`config.mk`:
```
export PLATFORM = sky130hd
export DESIGN_NAME = exec_seq_ctrl
export DESIGN_NICKNAME = d
export VERILOG_FILES = /design/src/rtl/exec_seq_pkg.sv /design/src/rtl/exec_seq_latcnt.sv /design/src/rtl/exec_seq_ctrl.sv
export SDC_FILE = /design/constraint.sdc
export NUM_CORES = 1
export LEC_CHECK = 0
export ABC_AREA = 1
export CAP_MARGIN = 10
export CORE_MARGIN = 2
export CORE_UTILIZATION = 40
export CTS_BUF_LIST = sky130_fd_sc_hd__clkbuf_4 sky130_fd_sc_hd__clkbuf_8
export CTS_CLUSTER_DIAMETER = 120
export DETAILED_ROUTE_END_ITERATION = 10
export PLACE_DENSITY = 0.68
export SLEW_MARGIN = 20
export SYNTH_ARGS = -nofsm -noshare
export SYNTH_HDL_FRONTEND = slang
export SYNTH_SLANG_ARGS = --single-unit
```
`constraint.sdc`:
```
create_clock -name clk -period 1.5 [get_ports clk]
set_input_delay 0.3 -clock clk [delete_from_list [all_inputs] [get_ports clk]]
set_output_delay 0.3 -clock clk [all_outputs]
set_load 0.03 [all_outputs]
```
`src/rtl/exec_seq_pkg.sv`:
```
// Shared encodings and default latencies for the multi-cycle execute sequencer.
package exec_seq_pkg;

    typedef enum logic [1:0] {
        ST_IDLE = 2'd0,
        ST_BUSY = 2'd1,
        ST_DONE = 2'd2
    } state_e;

    typedef enum logic {
        KIND_DIV = 1'b0,
        KIND_FPU = 1'b1
    } kind_e;

    localparam int DEFAULT_DIV_LAT = 32;
    localparam int DEFAULT_FPU_LAT = 4;
    localparam int DEFAULT_CNT_W   = 6;

    // A latency is usable if it lies in 2..63 and fits the counter width.
    function automatic bit lat_legal(input int lat, input int cnt_w);
        return (lat >= 2) && (lat <= 63) && (lat <= (2 ** cnt_w) - 1);
    endfunction

endpackage

```
`src/rtl/exec_seq_latcnt.sv`:
```
// Loadable down-counter that tracks the remaining cycles of a multi-cycle operation.
module exec_seq_latcnt #(
    parameter int CNT_W = 6
) (
    input  logic             clk,
    input  logic             rst,
    input  logic             load_i,
    input  logic [CNT_W-1:0] load_val_i,
    input  logic             dec_i,
    output logic             is_one_o
);

    logic [CNT_W-1:0] cnt_q;

    // NOTE: state registers use non-blocking assignments so every flop samples pre-edge values.
    always_ff @(posedge clk or negedge rst) begin
        if (!rst) begin
            cnt_q <= '0;
        end else if (load_i) begin
            cnt_q <= load_val_i;
        end else if (dec_i) begin
            cnt_q <= cnt_q - 1'b1;
        end
    end

    assign is_one_o = (cnt_q == CNT_W'(1));

endmodule

```
`src/rtl/exec_seq_ctrl.sv`:
```
// Issue/stall/writeback sequencer for the iterative divider and multi-cycle FPU path.
// Define EARLY_DONE_EN to let unit_done_i end a BUSY phase before the counter expires.
module exec_seq_ctrl
    import exec_seq_pkg::*;
#(
    parameter int DIV_LAT = DEFAULT_DIV_LAT,
    parameter int FPU_LAT = DEFAULT_FPU_LAT,
    parameter int CNT_W   = DEFAULT_CNT_W
) (
    input  logic       clk,
    input  logic       rst,
    input  logic       issue_valid_i,
    input  logic       issue_kind_i,
    input  logic [4:0] issue_rd_i,
    input  logic       issue_fpr_i,
    input  logic       flush_i,
    input  logic       unit_done_i,
    output logic       unit_start_o,
    output logic       unit_kind_o,
    output logic       stall_o,
    output logic       busy_o,
    output logic       wb_valid_o,
    output logic [4:0] wb_rd_o,
    output logic       wb_fpr_o,
    output logic       abort_o
);

    localparam logic [CNT_W-1:0] DIV_LOAD = CNT_W'(DIV_LAT - 1);
    localparam logic [CNT_W-1:0] FPU_LOAD = CNT_W'(FPU_LAT - 1);

    state_e           state_q, state_d;
    kind_e            kind_q, kind_d;
    logic [4:0]       rd_q, rd_d;
    logic             fpr_q, fpr_d;
    logic             cnt_load, cnt_dec, cnt_is_one;
    logic [CNT_W-1:0] cnt_load_val;
    logic             early_done;

`ifdef EARLY_DONE_EN
    assign early_done = unit_done_i;
`else
    logic unused_unit_done;
    assign unused_unit_done = unit_done_i;
    assign early_done       = 1'b0;
`endif

    exec_seq_latcnt #(
        .CNT_W(CNT_W)
    ) u_latcnt (
        .clk       (clk),
        .rst       (rst),
        .load_i    (cnt_load),
        .load_val_i(cnt_load_val),
        .dec_i     (cnt_dec),
        .is_one_o  (cnt_is_one)
    );

    // NOTE: every signal assigned here gets a default first, so no path can infer a latch.
    always_comb begin
        state_d      = state_q;
        kind_d       = kind_q;
        rd_d         = rd_q;
        fpr_d        = fpr_q;
        cnt_load     = 1'b0;
        cnt_load_val = '0;
        cnt_dec      = 1'b0;
        unit_start_o = 1'b0;
        stall_o      = 1'b0;
        wb_valid_o   = 1'b0;
        abort_o      = 1'b0;

        unique case (state_q)
            ST_IDLE: begin
                // Gated by rst so the strobe stays low while reset is held.
                if (rst && issue_valid_i && !flush_i) begin
                    unit_start_o = 1'b1;
                    stall_o      = 1'b1;
                    kind_d       = kind_e'(issue_kind_i);
                    rd_d         = issue_rd_i;
                    fpr_d        = issue_fpr_i;
                    cnt_load     = 1'b1;
                    cnt_load_val = issue_kind_i ? FPU_LOAD : DIV_LOAD;
                    state_d      = ST_BUSY;
                end
            end
            ST_BUSY: begin
                if (flush_i) begin
                    abort_o = 1'b1;
                    state_d = ST_IDLE;
                end else begin
                    stall_o = 1'b1;
                    if (cnt_is_one || early_done) begin
                        state_d = ST_DONE;
                    end else begin
                        cnt_dec = 1'b1;
                    end
                end
            end
            ST_DONE: begin
                // issue_valid_i still belongs to the completing instruction here.
                if (flush_i) begin
                    abort_o = 1'b1;
                end else begin
                    wb_valid_o = 1'b1;
                end
                state_d = ST_IDLE;
            end
            default: begin
                state_d = ST_IDLE;
            end
        endcase
    end

    always_ff @(posedge clk or negedge rst) begin
        if (!rst) begin
            state_q <= ST_IDLE;
            kind_q  <= KIND_DIV;
            rd_q    <= '0;
            fpr_q   <= 1'b0;
        end else begin
            state_q <= state_d;
            kind_q  <= kind_d;
            rd_q    <= rd_d;
            fpr_q   <= fpr_d;
        end
    end

    assign busy_o      = (state_q != ST_IDLE);
    assign unit_kind_o = kind_q;
    assign wb_rd_o     = rd_q;
    assign wb_fpr_o    = fpr_q;

`ifndef SYNTHESIS
    lat_legal_a: assert property (@(posedge clk) disable iff (!rst)
        lat_legal(DIV_LAT, CNT_W) && lat_legal(FPU_LAT, CNT_W))
        else $error("exec_seq_ctrl: latency parameter outside 2..63 or wider than CNT_W");
`endif

endmodule
```
* Word level (Yosys, flattened, before mapping)
Cells that the tools add are included.
** Word-level totals
- Register bits after elaboration :: 15
- Input port bits :: 12
- Output and inout port bits :: 12
- Word-level logic and storage cells :: 39
** Operators by class
- Add/sub/neg operators :: 1
- Eq/ne operators :: 5
- Multiplexer cells :: 19
- Reductions and logical operators :: 9
** Operator list (count)
- two-way mux 5 bit :: 3
- two-way mux 6 bit :: 2
- two-way mux 1 bit :: 9
- equality test 6 x 1 -> 1 bit, second input constant :: 1
- two-way mux 2 bit :: 3
- subtractor 6 x 1 -> 6 bit, second input constant :: 1
- case mux 2 bit (2 select lines) :: 1
- AND reduction 2 bit :: 2
- nonzero test 2 bit :: 2
- inequality test 3 bit, second input constant :: 1
- equality test 2 x 1 -> 1 bit, second input constant :: 1
- equality test 2 bit, second input constant :: 1
- logical AND 1 bit :: 2
- zero test 2 bit :: 1
- inequality test 2 bit, second input constant :: 1
- case mux 1 bit (2 select lines) :: 1
- OR reduction 2 bit :: 1
- zero test 1 bit :: 1

* Depth between registers and ports, before layout
- Word-level depth :: 6
- Mapped depth :: 9

* Modules after synthesis
From an unflattened synthesis, not the netlist that was laid out.
** Unflattened totals
- Cells, all modules :: 112
- Area, all modules :: 897.1 sq um
** Modules (own cells, without submodules)
- exec_seq_ctrl :: times used 1, cells an instance 61, area an instance 480.5 sq um, sequential area each 225.2 sq um
- exec_seq_latcnt :: times used 1, cells an instance 51, area an instance 416.6 sq um, sequential area each 150.1 sq um

* Worst setup path after synthesis
Ideal clock, no wire load.
- Path type :: flip-flop to output port
- Start :: register state_q[0]
- End :: output stall_o
- Arrival time :: 1254 ps
- Path slack :: -54 ps
- Cell stages (with the launch flop) :: 6
- Cell sequence :: dfrtp_1 > inv_1 > ha_1 > nand4_4 > buf_6 > nand2_1
** Between the ends
- Longest elaborated chain between the ends :: 2
- Elaborated cells between the ends (all ways) :: 3
- Classes of those cells :: eq/ne (1); mux (1); reduce/logical (1)
** RTL lines
- from (decl) :: RTL line exec_seq_ctrl.sv:31 : state_e state_q, state_d;
- from (signal assigned) :: RTL line exec_seq_ctrl.sv:121 : state_q <= state_d;
- equality test 2 x 1 -> 1 bit or zero test 2 bit (tied branches) :: RTL line exec_seq_ctrl.sv:72 : unique case (state_q)
- case mux 1 bit (2 select lines) * :: RTL line exec_seq_ctrl.sv:72
- to (decl) :: RTL line exec_seq_ctrl.sv:20 : output logic stall_o,
Every way passes the cells marked *; elsewhere a longest branch is shown, timed or not.

* Worst setup path in the final report
Same ends and word-level chain as after synthesis.

==> tab_implementation.tex <==
\begin{tabular}{lr}
\hline
Metric & Value \\
\hline
\multicolumn{2}{l}{\textbf{Run status}} \\
Outcome & complete, but fails checks \\
Failing checks & negative setup slack \\
\multicolumn{2}{l}{\textbf{Floorplan}} \\
Area of the placeable core & between 2000 and 2500 um2 \\
Starting density of the core & 43.6\% \\
Area enclosed by the die boundary & 2590 um2 \\
Total I/O pin count & 24 \\
Die Ht & approximately 51 um \\
Row count & 16 \\
Horiz. Die Dim & 50.9 um \\
\multicolumn{2}{l}{\textbf{Yosys}} \\
Synthesis warning total & 0 \\
Synthesized instance count & 115 \\
Top cell type's share of synthesized area & between 40\% and 50\% \\
Area leader, netlist & sky130\_fd\_sc\_hd\_\_dfrtp\_1 \\
Most numerous cell in the Yosys netlist & sky130\_fd\_sc\_hd\_\_nand2\_1 \\
Post-synth EDFFs & 0 \\
Post-synthesis instance area & 881 um2 \\
Post-synth top cells & 47 x sky130\_fd\_sc\_hd\_\_nand2\_1, 16 x sky130\_fd\_sc\_hd\_\_inv\_1, 15 x sky130\_fd\_sc\_hd\_\_dfrtp\_1 \\
Leading post-synthesis cells by cell area & sky130\_fd\_sc\_hd\_\_dfrtp\_1 43\%, sky130\_fd\_sc\_hd\_\_nand2\_1 20\%, sky130\_fd\_sc\_hd\_\_ha\_1 8.5\%, sky130\_fd\_sc\_hd\_\_inv\_1 6.8\%, sky130\_fd\_sc\_hd\_\_nand3\_1 4.5\% \\
Post-Synthesis Mean Instance Area & roughly 7.7 um2 \\
Post-synthesis cell type count & 18 \\
Synth Register Bits & 15 \\
Proportion of register bits with asynchronous set or reset after synthesis & 100\% \\
Share of synthesized area occupied by flip-flops and latches & about 43\% \\
Mapped Nets & 133 \\
Most used flip-flop cell after synthesis & sky130\_fd\_sc\_hd\_\_dfrtp\_1 \\
\multicolumn{2}{l}{\textbf{GRT}} \\
Number of global-route vias before repair & 869 \\
Maximum number of pins on one net before global-route repair & 16 \\
Total track usage & 19.2\% \\
Initial antenna violation count & 0 \\
Wire length of the first global-routing pass & 3630 um \\
Total congestion overflow & 0 \\
\multicolumn{2}{l}{\textbf{Route}} \\
Number of vias in the routed layout & 898 \\
Wire length per cell & 12.2 um \\
Number of routed nets with antenna violations & 0 \\
Router iterations before antenna repair & 4 \\
Total wire length & between 2000 and 2500 um \\
DRC violations left & 0 \\
Post-DR vias/cell & around 4.6 \\
Initial detailed-routing violation count & 8 \\
\multicolumn{2}{l}{\textbf{STA}} \\
Worst hold margin & between 400 and 500 ps \\
Hold Violations, Final & 0 \\
RSZ-0062 raised after global routing & true \\
Setup-violating endpoint count in the final report & 16 \\
Fmax & 609 MHz \\
Max Clock Skew & about 4.5 ps \\
Portion of the clock cycle consumed by the worst path in the final layout & 110\% \\
Crit path setup slack, layout & -143 ps \\
Headroom to the max-slew limit & about 80\% \\
Max-slew violation count & 0 \\
Worst-margin pin slew & 307 ps \\
Min Clock Period, post-route & 1640 ps \\
\multicolumn{2}{l}{\textbf{Layout}} \\
Diodes inserted & 0 \\
Design Area, Final & 1440 um2 \\
Ratio of cells with drive above 1 in the final layout & 35.9\% \\
Area delta synth->final & 63.8\% \\
Nets & 186 \\
\multicolumn{2}{l}{\textbf{Power}} \\
Worst vdd ir & 1.23 mV \\
Power density normalized to cell area & 1900 nW/um2 \\
Leakage power & roughly 0.77 nW \\
\multicolumn{2}{l}{\textbf{Critical path}} \\
Chain of cells forming the critical path & buf\_6, ha\_4, inv\_2, nor2\_4, inv\_2, nand2\_2, buf\_6 \\
Worst stage delay on the critical path & 420 ps \\
Cell at the slowest stage of the critical path & sky130\_fd\_sc\_hd\_\_dfrtp\_1 \\
Worst path bufs/invs & 4 \\
Required @ worst endpoint & $\sim$1200 ps \\
Critical path data arrival time & 1340 ps \\
Kind of critical path & reg -> out \\
Worst Path Max Fanout & 2 \\
Worst Setup Start Kind & register \\
Worst reg-to-reg setup slack & -110 ps \\
Nature of the critical path endpoint & output pin \\
Critical path's top delay family & flip-flops \\
\multicolumn{2}{l}{\textbf{Place}} \\
Detailed placement HPWL & around 1500 um \\
Instance area at placement & 1220 um2 \\
Number of buffers inserted by port buffering & 22 \\
Placer Congestion & 0.799 \\
\multicolumn{2}{l}{\textbf{Clock network}} \\
Clock transition at the registers of the reported paths & 100 ps \\
Clock latency on the worst-skew pair & 290 ps \\
H-tree levels & 1 \\
CTS Buf Count & 3 \\
Clock tree from TritonCTS & done \\
CTS Root Cell & sky130\_fd\_sc\_hd\_\_clkbuf\_4 \\
CTS Sinks & 15 \\
\# hold bufs at CTS & 0 \\
Longest Clk Path Bufs & 2 \\
\multicolumn{2}{l}{\textbf{Worst hold path}} \\
Worst min-delay path class & reg -> reg \\
\multicolumn{2}{l}{\textbf{Flow run}} \\
Count of max-cap constraint violations & 0 \\
\hline
\end{tabular}
sequential cells by signal (all words and copies together), names as in the netlist:
| name | cells |
|---|---|
| u_latcnt.cnt_q | 6 |
| wb_fpr_o | 1 |
| wb_rd_o | 5 |
| unit_kind_o | 1 |
| state_q | 2 |
power by group:
part | total [mW] | switching, mW | internal, mW
clock | 0.245 | 0.145 | 0.0991
sequential | 0.734 | 0.145 | 0.589
combinational | 1.76 | 0.981 | 0.775
total | 2.74 | 1.27 | 1.46
path summary, 6_finish.rpt:
path                             from                end  cells after the start
max                        state_q[0]            stall_o                      7
min                        wb_rd_o[0]         wb_rd_o[0]                      2
max reg2reg                state_q[1]         state_q[1]                     11
min reg2reg                wb_rd_o[0]         wb_rd_o[0]                      2
max in group asynchronous         rst  u_latcnt.cnt_q[3]                      3
min in group asynchronous         rst         state_q[0]                      3
area by class of cell:
cell class                      instances  area (um2)
Fill cell                             158         579
Multi-Input combinational cell         81         498
Sequential cell                        15         375
Inverter                               18        68.8
Clock inverter                          1        5.00
Clock buffer                            3        22.5
Tap cell                               27        33.8
Timing Repair Buffer                   49         439
stage by stage:
| stage | util [%] | TNS (ps) | std cells | power (mW) | setup WS [ps] |
|---|---|---|---|---|---|
| 3_3_place_gp | 60.3 | -894 | 177 | 2.15 | -141 |
| 6_report | 71.3 | -1100 | 194 | 2.74 | -143 |
| 4_1_cts | 65.3 | -621 | 189 | 2.51 | -156 |
| 2_1_floorplan | - | 0 | 115 | 1.65 | 23.0 |
| 5_1_grt | 71.3 | -2210 | 194 | 2.95 | -212 |
| 3_5_place_dp | 60.3 | -935 | 177 | 2.19 | -151 |
logic make-up after synthesis:
group / count (synthesis) / share of synthesized area (%)
and+or+nand+nor: 70 / 36.2
buffers and inverters: 19 / 9.09
DFF: 15 / 42.6
adders and majority gates: 6 / 8.52
AOI/OAI and AO/OA: 5 / 3.55
cell usage in the layout, fill, tap and decap left out, types with 3 or more instances in the layout:
master,count
sky130_fd_sc_hd__buf_6,10
sky130_fd_sc_hd__clkbuf_4,3
sky130_fd_sc_hd__nor2_1,6
sky130_fd_sc_hd__inv_2,8
sky130_fd_sc_hd__clkdlybuf4s50_1,10
sky130_fd_sc_hd__buf_4,22
sky130_fd_sc_hd__nand3_1,8
sky130_fd_sc_hd__ha_1,3
sky130_fd_sc_hd__inv_1,9
sky130_fd_sc_hd__nand2_2,3
sky130_fd_sc_hd__dfrtp_1,15
sky130_fd_sc_hd__dlygate4sd2_1,7
sky130_fd_sc_hd__nand2_1,44
sky130_fd_sc_hd__ha_4,3
timing repair:
action                                  in CTS  in global routing
endpoints found under the setup margin      12                 11
pin swaps                                    3                  5
resized for setup                           17                 21
setup buffers                                8                  5
worst reg2reg max path, stage by stage, from the launching register on:
cell and delay, ps:
sky130_fd_sc_hd__dfrtp_1 410, sky130_fd_sc_hd__inv_2 120, sky130_fd_sc_hd__ha_4 140, sky130_fd_sc_hd__inv_2 40
sky130_fd_sc_hd__nor2_4 80, sky130_fd_sc_hd__inv_2 60, sky130_fd_sc_hd__buf_4 130, sky130_fd_sc_hd__buf_6 100
sky130_fd_sc_hd__buf_4 110, sky130_fd_sc_hd__buf_4 120, sky130_fd_sc_hd__buf_4 120, sky130_fd_sc_hd__o21ai_2 120
per-layer routing:
layer | global-route usage (%) | share of wire, %
met1 | 22.3 | 42
met2 | 33.8 | 53
met3 | 3.51 | 2.5
met4 | 9.46 | 1.9
met5 | 0 | 0
(Power assumes the default switching activity.)
